## config.mk

```make
export PLATFORM = sky130hd
export DESIGN_NAME = osc_bank_flat
export DESIGN_NICKNAME = d
export VERILOG_FILES = /design/src/rtl/osc_bank_if.sv /design/src/rtl/osc_bank.sv /design/src/flat_wrapper.sv
export SDC_FILE = /design/constraint.sdc
export NUM_CORES = 2
export LEC_CHECK = 0
export BUFFER_PORTS_ARGS = -buffer_cell sky130_fd_sc_hd__buf_2
export CAP_MARGIN = 0
export CORE_ASPECT_RATIO = 1.5
export CORE_MARGIN = 2
export CORE_UTILIZATION = 25
export CTS_CLUSTER_SIZE = 8
export DETAILED_ROUTE_END_ITERATION = 6
export PLACE_DENSITY_LB_ADDON = 0.15
export SETUP_SLACK_MARGIN = 0.3
export SYNTH_ARGS = -nofsm -noshare
export SYNTH_HDL_FRONTEND = slang
export SYNTH_SLANG_ARGS = --single-unit
```

## constraint.sdc

```tcl
create_clock -name Fg_clk -period 16.2 [get_ports Fg_clk]
set_input_delay 1.62 -clock Fg_clk [delete_from_list [all_inputs] [get_ports Fg_clk]]
set_output_delay 1.62 -clock Fg_clk [all_outputs]
set_load 0.05 [all_outputs]
```

## src/rtl/osc_bank_if.sv

```systemverilog
// rtl/osc_bank_if.sv - configuration request and sample stream bundle for osc_bank
//
// Signals:
//   Cfg_valid  master->slave  config request
//   Cfg_ready  slave->master  config accept (combinational)
//   Cfg_ch     master->slave  target channel
//   Cfg_init1  master->slave  start amplitude
//   Cfg_init2  master->slave  recurrence coefficient a
//   Cfg_defer  master->slave  1 = apply at next zero crossing
//   Cfg_stop   master->slave  stop the channel
//   Smp_valid  slave->master  registered sample strobe
//   Smp_ch     slave->master  channel of the sample
//   Smp_y      slave->master  sample value
interface osc_bank_if #(
    parameter int W   = 32,
    parameter int NCH = 4
);
    localparam int CW = $clog2(NCH);

    logic          Cfg_valid;
    logic          Cfg_ready;
    logic [CW-1:0] Cfg_ch;
    logic [W-1:0]  Cfg_init1;
    logic [W-1:0]  Cfg_init2;
    logic          Cfg_defer;
    logic          Cfg_stop;

    logic          Smp_valid;
    logic [CW-1:0] Smp_ch;
    logic [W-1:0]  Smp_y;

    modport master (
        output Cfg_valid, Cfg_ch, Cfg_init1, Cfg_init2, Cfg_defer, Cfg_stop,
        input  Cfg_ready, Smp_valid, Smp_ch, Smp_y
    );

    modport slave (
        input  Cfg_valid, Cfg_ch, Cfg_init1, Cfg_init2, Cfg_defer, Cfg_stop,
        output Cfg_ready, Smp_valid, Smp_ch, Smp_y
    );
endinterface

```

## src/rtl/osc_bank.sv

```systemverilog
// rtl/osc_bank.sv - time-multiplexed bank of second-order recursive oscillators
//
// Ports:
//   Fg_clk   in   clock, all state on rising edge
//   Resetn   in   asynchronous active-low reset
//   Enable   in   advance channel pointer and compute one channel this cycle
//   bus      slave modport of osc_bank_if: config request, sample stream
//   Active   out  per-channel RUN or PEND
//   Pend     out  per-channel PEND (deferred reload waiting for zero crossing)
//
// Each channel iterates y[n] = a*y[n-1] - y[n-2] with a in Q(W-FRAC).FRAC.
// One channel is serviced per enabled cycle, round robin.
module osc_bank #(
    parameter int W    = 32,
    parameter int FRAC = 29,
    parameter int NCH  = 4,
    parameter int ZCB  = 10
) (
    input  logic           Fg_clk,
    input  logic           Resetn,
    input  logic           Enable,
    osc_bank_if.slave      bus,
    output logic [NCH-1:0] Active,
    output logic [NCH-1:0] Pend
);
    localparam int CW = $clog2(NCH);

    typedef enum logic [1:0] {
        ST_OFF  = 2'd0,
        ST_RUN  = 2'd1,
        ST_PEND = 2'd2
    } ch_state_t;

    ch_state_t     st_q  [NCH];
    ch_state_t     st_d  [NCH];
    logic [W-1:0]  y1_q  [NCH];
    logic [W-1:0]  y1_d  [NCH];
    logic [W-1:0]  y2_q  [NCH];
    logic [W-1:0]  y2_d  [NCH];
    logic [W-1:0]  a_q   [NCH];
    logic [W-1:0]  a_d   [NCH];
    logic [W-1:0]  sh1_q [NCH];
    logic [W-1:0]  sh1_d [NCH];
    logic [W-1:0]  sh2_q [NCH];
    logic [W-1:0]  sh2_d [NCH];

    logic [CW-1:0] ptr_q, ptr_d;
    logic          smp_valid_q, smp_valid_d;
    logic [CW-1:0] smp_ch_q, smp_ch_d;
    logic [W-1:0]  smp_y_q, smp_y_d;

    logic [W-1:0]   cur_y1, cur_y2, cur_a;
    logic [2*W-1:0] prod;
    logic           prod_unused;
    logic [W-1:0]   y_new;
    logic           zero_cross;
    logic           xfer, hit, comp, reload;
    logic [W-1:0]   y_out;

    // Operands of the channel under the pointer.
    assign cur_y1 = y1_q[ptr_q];
    assign cur_y2 = y2_q[ptr_q];
    assign cur_a  = a_q[ptr_q];

    // Full signed product via explicit sign extension; only the middle W bits
    // (the Q-format realignment) feed the recurrence, the rest is discarded.
    assign prod        = {{W{cur_a[W-1]}}, cur_a} * {{W{cur_y1[W-1]}}, cur_y1};
    assign prod_unused = ^{prod[2*W-1:FRAC+W], prod[FRAC-1:0]};
    assign y_new       = prod[FRAC+W-1:FRAC] - cur_y2;

    // Near zero when the top ZCB bits are pure sign extension.
    assign zero_cross = (&cur_y1[W-1 -: ZCB]) | ~(|cur_y1[W-1 -: ZCB]);

    // A pending channel refuses everything, stop included, until it reloads.
    assign bus.Cfg_ready = (st_q[bus.Cfg_ch] != ST_PEND);
    assign xfer          = bus.Cfg_valid & bus.Cfg_ready;
    // A config landing on the channel being computed overrides the computation.
    assign hit           = xfer && (bus.Cfg_ch == ptr_q);
    assign comp          = Enable && (st_q[ptr_q] != ST_OFF) && !hit;
    assign reload        = comp && (st_q[ptr_q] == ST_PEND) && zero_cross;

    always_comb begin
        for (int k = 0; k < NCH; k++) begin
            st_d[k]  = st_q[k];
            y1_d[k]  = y1_q[k];
            y2_d[k]  = y2_q[k];
            a_d[k]   = a_q[k];
            sh1_d[k] = sh1_q[k];
            sh2_d[k] = sh2_q[k];
        end
        ptr_d       = ptr_q;
        smp_valid_d = comp;
        smp_ch_d    = smp_ch_q;
        smp_y_d     = smp_y_q;
        y_out       = y_new;

        if (comp) begin
            if (reload) begin
                // Restart with a sign that continues the swing: if the wave
                // was coming down from positive (y2 >= 0) start negative.
                y_out             = cur_y2[W-1] ? sh1_q[ptr_q] : -sh1_q[ptr_q];
                y2_d[ptr_q]       = '0;
                a_d[ptr_q]        = sh2_q[ptr_q];
                st_d[ptr_q]       = ST_RUN;
            end else begin
                y2_d[ptr_q]       = cur_y1;
            end
            y1_d[ptr_q] = y_out;
            smp_ch_d    = ptr_q;
            smp_y_d     = y_out;
        end

        if (xfer) begin
            if (bus.Cfg_stop) begin
                st_d[bus.Cfg_ch]  = ST_OFF;
                y1_d[bus.Cfg_ch]  = '0;
                y2_d[bus.Cfg_ch]  = '0;
                sh1_d[bus.Cfg_ch] = '0;
                sh2_d[bus.Cfg_ch] = '0;
            end else if (!bus.Cfg_defer || st_q[bus.Cfg_ch] == ST_OFF) begin
                st_d[bus.Cfg_ch]  = ST_RUN;
                y1_d[bus.Cfg_ch]  = bus.Cfg_init1;
                y2_d[bus.Cfg_ch]  = '0;
                a_d[bus.Cfg_ch]   = bus.Cfg_init2;
            end else begin
                st_d[bus.Cfg_ch]  = ST_PEND;
                sh1_d[bus.Cfg_ch] = bus.Cfg_init1;
                sh2_d[bus.Cfg_ch] = bus.Cfg_init2;
            end
        end

        if (Enable) begin
            ptr_d = ptr_q + CW'(1);
        end
    end

    always_ff @(posedge Fg_clk or negedge Resetn) begin
        if (!Resetn) begin
            for (int k = 0; k < NCH; k++) begin
                st_q[k]  <= ST_OFF;
                y1_q[k]  <= '0;
                y2_q[k]  <= '0;
                a_q[k]   <= '0;
                sh1_q[k] <= '0;
                sh2_q[k] <= '0;
            end
            ptr_q       <= '0;
            smp_valid_q <= 1'b0;
            smp_ch_q    <= '0;
            smp_y_q     <= '0;
        end else begin
            for (int k = 0; k < NCH; k++) begin
                st_q[k]  <= st_d[k];
                y1_q[k]  <= y1_d[k];
                y2_q[k]  <= y2_d[k];
                a_q[k]   <= a_d[k];
                sh1_q[k] <= sh1_d[k];
                sh2_q[k] <= sh2_d[k];
            end
            ptr_q       <= ptr_d;
            smp_valid_q <= smp_valid_d;
            smp_ch_q    <= smp_ch_d;
            smp_y_q     <= smp_y_d;
        end
    end

    assign bus.Smp_valid = smp_valid_q;
    assign bus.Smp_ch    = smp_ch_q;
    assign bus.Smp_y     = smp_y_q;

    always_comb begin
        for (int k = 0; k < NCH; k++) begin
            Active[k] = (st_q[k] != ST_OFF);
            Pend[k]   = (st_q[k] == ST_PEND);
        end
    end
endmodule

```

## src/flat_wrapper.sv

```systemverilog
// flat-port wrapper written by rule: the top's interface ports become plain ports
module osc_bank_flat 
#(
    parameter int W    = 32,
    parameter int FRAC = 29,
    parameter int NCH  = 4,
    parameter int ZCB  = 10
)
  (Fg_clk, Resetn, Enable, Active, Pend, bus_Cfg_valid, bus_Cfg_ch, bus_Cfg_init1, bus_Cfg_init2, bus_Cfg_defer, bus_Cfg_stop, bus_Cfg_ready, bus_Smp_valid, bus_Smp_ch, bus_Smp_y);
  osc_bank_if #(.W(W), .NCH(NCH)) bus_i ();
  input  logic Fg_clk;
  input  logic Resetn;
  input  logic Enable;
  output logic [NCH-1:0] Active;
  output logic [NCH-1:0] Pend;
  input wire logic [$bits(bus_i.Cfg_valid)-1:0] bus_Cfg_valid;
  input wire logic [$bits(bus_i.Cfg_ch)-1:0] bus_Cfg_ch;
  input wire logic [$bits(bus_i.Cfg_init1)-1:0] bus_Cfg_init1;
  input wire logic [$bits(bus_i.Cfg_init2)-1:0] bus_Cfg_init2;
  input wire logic [$bits(bus_i.Cfg_defer)-1:0] bus_Cfg_defer;
  input wire logic [$bits(bus_i.Cfg_stop)-1:0] bus_Cfg_stop;
  output wire logic [$bits(bus_i.Cfg_ready)-1:0] bus_Cfg_ready;
  output wire logic [$bits(bus_i.Smp_valid)-1:0] bus_Smp_valid;
  output wire logic [$bits(bus_i.Smp_ch)-1:0] bus_Smp_ch;
  output wire logic [$bits(bus_i.Smp_y)-1:0] bus_Smp_y;
  assign bus_i.Cfg_valid = bus_Cfg_valid;
  assign bus_i.Cfg_ch = bus_Cfg_ch;
  assign bus_i.Cfg_init1 = bus_Cfg_init1;
  assign bus_i.Cfg_init2 = bus_Cfg_init2;
  assign bus_i.Cfg_defer = bus_Cfg_defer;
  assign bus_i.Cfg_stop = bus_Cfg_stop;
  assign bus_Cfg_ready = bus_i.Cfg_ready;
  assign bus_Smp_valid = bus_i.Smp_valid;
  assign bus_Smp_ch = bus_i.Smp_ch;
  assign bus_Smp_y = bus_i.Smp_y;
  osc_bank #(.W(W), .FRAC(FRAC), .NCH(NCH), .ZCB(ZCB)) u_core (.Fg_clk(Fg_clk), .Resetn(Resetn), .Enable(Enable), .bus(bus_i), .Active(Active), .Pend(Pend));
endmodule
```

Word-level counts from Yosys, hierarchy flattened
Index checks and enable logic that the tools add are counted.

word-level totals
  flip-flop bits (word level) = 685
  bits in latches = 0
  bits in writable memories = 0
  bits in read-only memories = 0
  memories kept = 0

operators by class
  $add $sub $neg = 3
  multiply operators = 1
  divide/modulo/power cells = 0
  magnitude comparators = 4
  eq/ne operators = 8
  shifts and indexed selects = 0
  multiplexer cells = 62
  bitwise gates (word level) = 23
  reduce and logical (&&, ||, !) cells = 19

operator list
  kind                                     number
  2-to-1 mux 128 bit                       18
  bitwise mux 128 bit                      7
  bitwise AND 128 bit                      5
  2-to-1 mux 32 bit                        15
  binary-select mux 32 bit (select 2 bit)  5
  inverter 128 bit                         2
  demux 32 bit (select 2 bit)              2
  multiplier 32 x 32 -> 61 bit             1
  2-to-1 mux 8 bit                         5
  negation 32 bit                          1
  subtractor 32 bit                        1
  bitwise AND 4 bit                        3
  2-to-1 mux 2 bit                         6
  inverter 4 bit                           3
  OR 4 bit                                 3
  == test 2 bit (second input constant)    5
  AND reduction 10 bit                     1
  nonzero test 2 bit                       5
  OR reduction 10 bit                      1
  bitwise AND 8 bit                        1
  binary-select mux 2 bit (select 2 bit)   2
  demux 2 bit (select 2 bit)               2
  inverter 8 bit                           1
  logical AND 1 bit                        7
  other kinds (13)                         18

Depth between registers and ports, before layout
  word-level depth = 19
  depth in mapped cells = 50
  depth with buffers taken out = 41

Worst setup path after synthesis
OpenSTA, ideal clock, no wires.

  path kind = reg-to-reg
  start = reg u_core.ptr_q[1]
  end = reg u_core.smp_y_q[28], in the netlist u_core.bus.Smp_y[28]
  data arrival time = 11.784 ns
  data required time = 16.063 ns
  slack = 4.279 ns
  stages on the path, launching flop included = 42
  path buffers = 8
  period minus slack after synthesis = 11.921 ns
  cells stage by stage = dfrtp_1 -> buf_2 -> buf_2 -> buf_2 -> buf_2 -> buf_1 -> buf_2 -> buf_2 -> mux2i_1 -> nand2_1 -> o21ai_1 -> clkbuf_1 -> nor2_1 -> fa_1 -> fa_1 -> fa_1 -> fa_1 -> fa_1 -> (+6 left out) -> a22o_1 -> nor4_1 -> o21ba_2 -> o221ai_1 -> a31o_2 -> nand2_1 -> nand2_1 -> xor2_1 -> ha_1 -> a21oi_1 -> nand2_1 -> a21o_1 -> a2111oi_0 -> nor3_1 -> a2111oi_0 -> xnor2_1 -> a21oi_2 -> a21oi_1

on the way
  longest elaborated chain between the ends = 11
  elaborated cells on any way between the ends = 35
  those cells by class = 2 x add/sub; 1 x mul; 2 x eq/ne; 18 x mux; 3 x bitwise; 9 x reduce/logical

ends and longest elaborated chain
  what                                                                                   line             RTL
  start, declared                                                                        osc_bank.sv:47   logic [CW-1:0] ptr_q, ptr_d;
  start signal, assigned                                                                 osc_bank.sv:160  ptr_q <= ptr_d;
  parallel branches: the longest is 11 deep, another holds multiplier 32 x 32 -> 61 bit  --
  end signal, assigned                                                                   osc_bank.sv:163  smp_y_q <= smp_y_d;
  end, declared                                                                          osc_bank.sv:50   logic [W-1:0] smp_y_q, smp_y_d;

Several ways; the timed one is not identified. The select of a mux whose other input is x is not followed.
A chain may end at the register's enable or synchronous reset.

==> reports/results.tsv <==
metric	value	unit
nFillCells	29400	
synthArstFlopShare	1.00	
initial_core_util	0.251	
end_kind	flop	
grt_pass1_vias	59100	
cp_max_fo	34	
drt_wl_total	298000	um
fp-row-count	237	
cpMaxStageDelayCell	a221oi_1	
first_pass_iters	6	
max_stage_delay	1160	ps
postCtsSetupBuffers	0	
synth_xor_area_frac	0.0138	
dieArea	283000	um^2
synth_enable_flop_cells	0	
ant_nets	0	
crit_start	u_core.ptr_q[1]	
yosysWarningCount	0	
io-pin-count	116	
hpwl	220000	um
drv_cap	0	
yosys-top-cells-area	fa_1 (30%), dfrtp_1 (25%), nand2_1 (6.8%), inv_1 (5.3%), nor2_1 (3.8%)	
portBuffers	115	
cts_root_buffer	clkbuf_16	
grtUsageTotal	0.211	
hp-class	flop to flop	
htreeDepth	3	
avgSynthCellArea	9.39	um^2
synth-simple-area-share	0.127	
area_delta_synth_final	11.4	%
synth_top_family_by_area	adder cells	
path_common_cell	fa_1	
cts_tree	built	
timing.rr.end	u_core.y1_q[124]	
ff2ff_setup_slack	2240	ps
path_clk_slew	60	ps
grt_pass1_wl	430000	um
timing.final.crit_period	13960	ps
die_height	650	um
ys_seq_elements	685	
path_class	flop to flop	
synth_mux_area_frac	0.0818	
antenna_found_initial	18	
overflow	0	
synth_top_area_share	0.302	
setup_tns	0	ps
rsz0062_at_grt	no	
skew	78.2	ps
clk_latency	740	ps
nets	8666	
fmax	71.6	MHz
syn-cell-area	69600	um^2
hold_viol	0	
required	16830	ps
synthFlopType	dfrtp_1	
synth-seq-area-share	0.246	
synth_cell_type_count	80	
yosysTopAreaCell	fa_1	
cp_top_family	compound AO/OA/AOI/OAI gates	
drive_above_1_share	0.0974	
ctsHoldBuffers	0	
cp_num_buf_inv	4	
wl_per_cell	26.9	um
slew_headroom	0.0323	
drcViolationCount	0	
worst_slew_pin_slew	1450	ps
clock_sinks	685	
min_from	u_core.sh1_q[14]	
viasPerCell	4.92	
synth.most_common_cell	nand2_1	
num_vias	54400	
drtIter0Drc	4135	
rr_worst_depth	37	
cts_resized	0	
netlist_instances	7408	
die_w	435	um
start_kind	flop	
outcome	complete, no violations	
cts_buffer_depth	3	
synth_fp_nets	8742	
place.gp.congestion	0.909	
maxSlewViolCount	0	
numCtsBuffers	96	
core	277000	um^2
grt_max_degree	134	
synthAdderAreaFrac	0.340	
reg2reg_from	u_core.ptr_q[1]	
worstHoldEndpoint	u_core.sh1_q[14]	
setup_viol	0	
synth_compound_area_frac	0.110	
synthTopCellsByCount	nand2_1 (1257), fa_1 (1050), inv_1 (978)	
fin_crit_sh	0.862	
whs_path_depth	2	
crit_arrival	14580	ps
stage by stage:
| step | instance area [um^2] | utilization | hold slack [ps] | std cells | setup WS (ps) |
|---|---|---|---|---|---|
| after floorplan | 69600 | - | 442 | 7408 | 4280 |
| after global placement | 74800 | 0.270 | 455 | 10900 | 2420 |
| after detailed placement | 74800 | 0.270 | 467 | 10900 | 2390 |
| after CTS | 77500 | 0.279 | 480 | 11000 | 2340 |
| after global routing | 77500 | 0.279 | 499 | 11100 | 1670 |
| final | 77500 | 0.279 | 474 | 11100 | 2240 |
flip-flops by register name, indices dropped and copies added (netlist names):
name / flops
u_core.a_q: 128
u_core.bus.Smp_ch: 2
u_core.ptr_q: 2
u_core.bus.Smp_y: 32
u_core.sh2_q: 128
u_core.st_q: 8
u_core.y2_q: 128
u_core.y1_q: 128
u_core.sh1_q: 128
u_core.bus.Smp_valid: 1
logic make-up (layout without fill, tap and decap cells):
kind of cell	after synthesis	in the layout
compound gates	1290	1290
xor+xnor	108	108
fa+ha+maj	1262	1262
buf+inv	1461	1397
flops	685	685
mux	421	421
other cells	0	7
simple gates	2181	2181
tightest hold or removal path: cells and delay by family, from the launching register on:
family / cells / cell delay, ps
flip-flops: 1 / 340
AO/OA/AOI/OAI: 1 / 60
AND/OR/NAND/NOR: 1 / 50
how the worst max path moves through the flow:
stage	end	cells after the start
final	u_core.y1_q[124]	37
after global routing	u_core.y1_q[28]	36
after CTS	u_core.y1_q[124]	37
after detailed placement	u_core.y1_q[124]	37
after global placement	u_core.y1_q[28]	37
after floorplan	u_core.bus.Smp_y[28]	41
layout make-up:
cell class	instances	area (um^2)	share of cell area
inverter	979	3670	0.0474
tap	3704	4630	0.0598
multi-input combinational	5262	47300	0.610
clock buffer	102	2420	0.0313
timing repair buffer	308	2110	0.0273
sequential	685	17100	0.221
clock inverter	8	191	0.00247
antenna	7	17.5	0.000226
metal layers:
| layer | wire length, um | track usage | up-vias |
|---|---|---|---|
| met5 | 51 | 0 | - |
| met2 | 156000 | 0.382 | 1798 |
| met4 | 18600 | 0.114 | 8 |
| met3 | 12900 | 0.0222 | 572 |
| met1 | 110000 | 0.240 | 28700 |
| li1 | - | - | 23400 |
layout by cell type, fill, tap and decap left out, types with 68 or more instances in the layout:
cell / netlist / layout
inv_1: 978 / 978
buf_2: 45 / 113
nand2_1: 1257 / 1252
mux2i_1: 234 / 231
o21ai_0: 447 / 435
clkbuf_16: 0 / 96
nor2_1: 710 / 698
a21oi_1: 353 / 353
mux2_2: 77 / 77
fa_1: 1050 / 1050
ha_1: 212 / 212
a22oi_1: 155 / 155
xnor2_1: 68 / 68
buf_4: 6 / 188
dfrtp_1: 685 / 683
mux4_2: 107 / 107
Power is not shown: default switching activity piles up to over one toggle a cycle in this logic, so the estimate is an artifact.
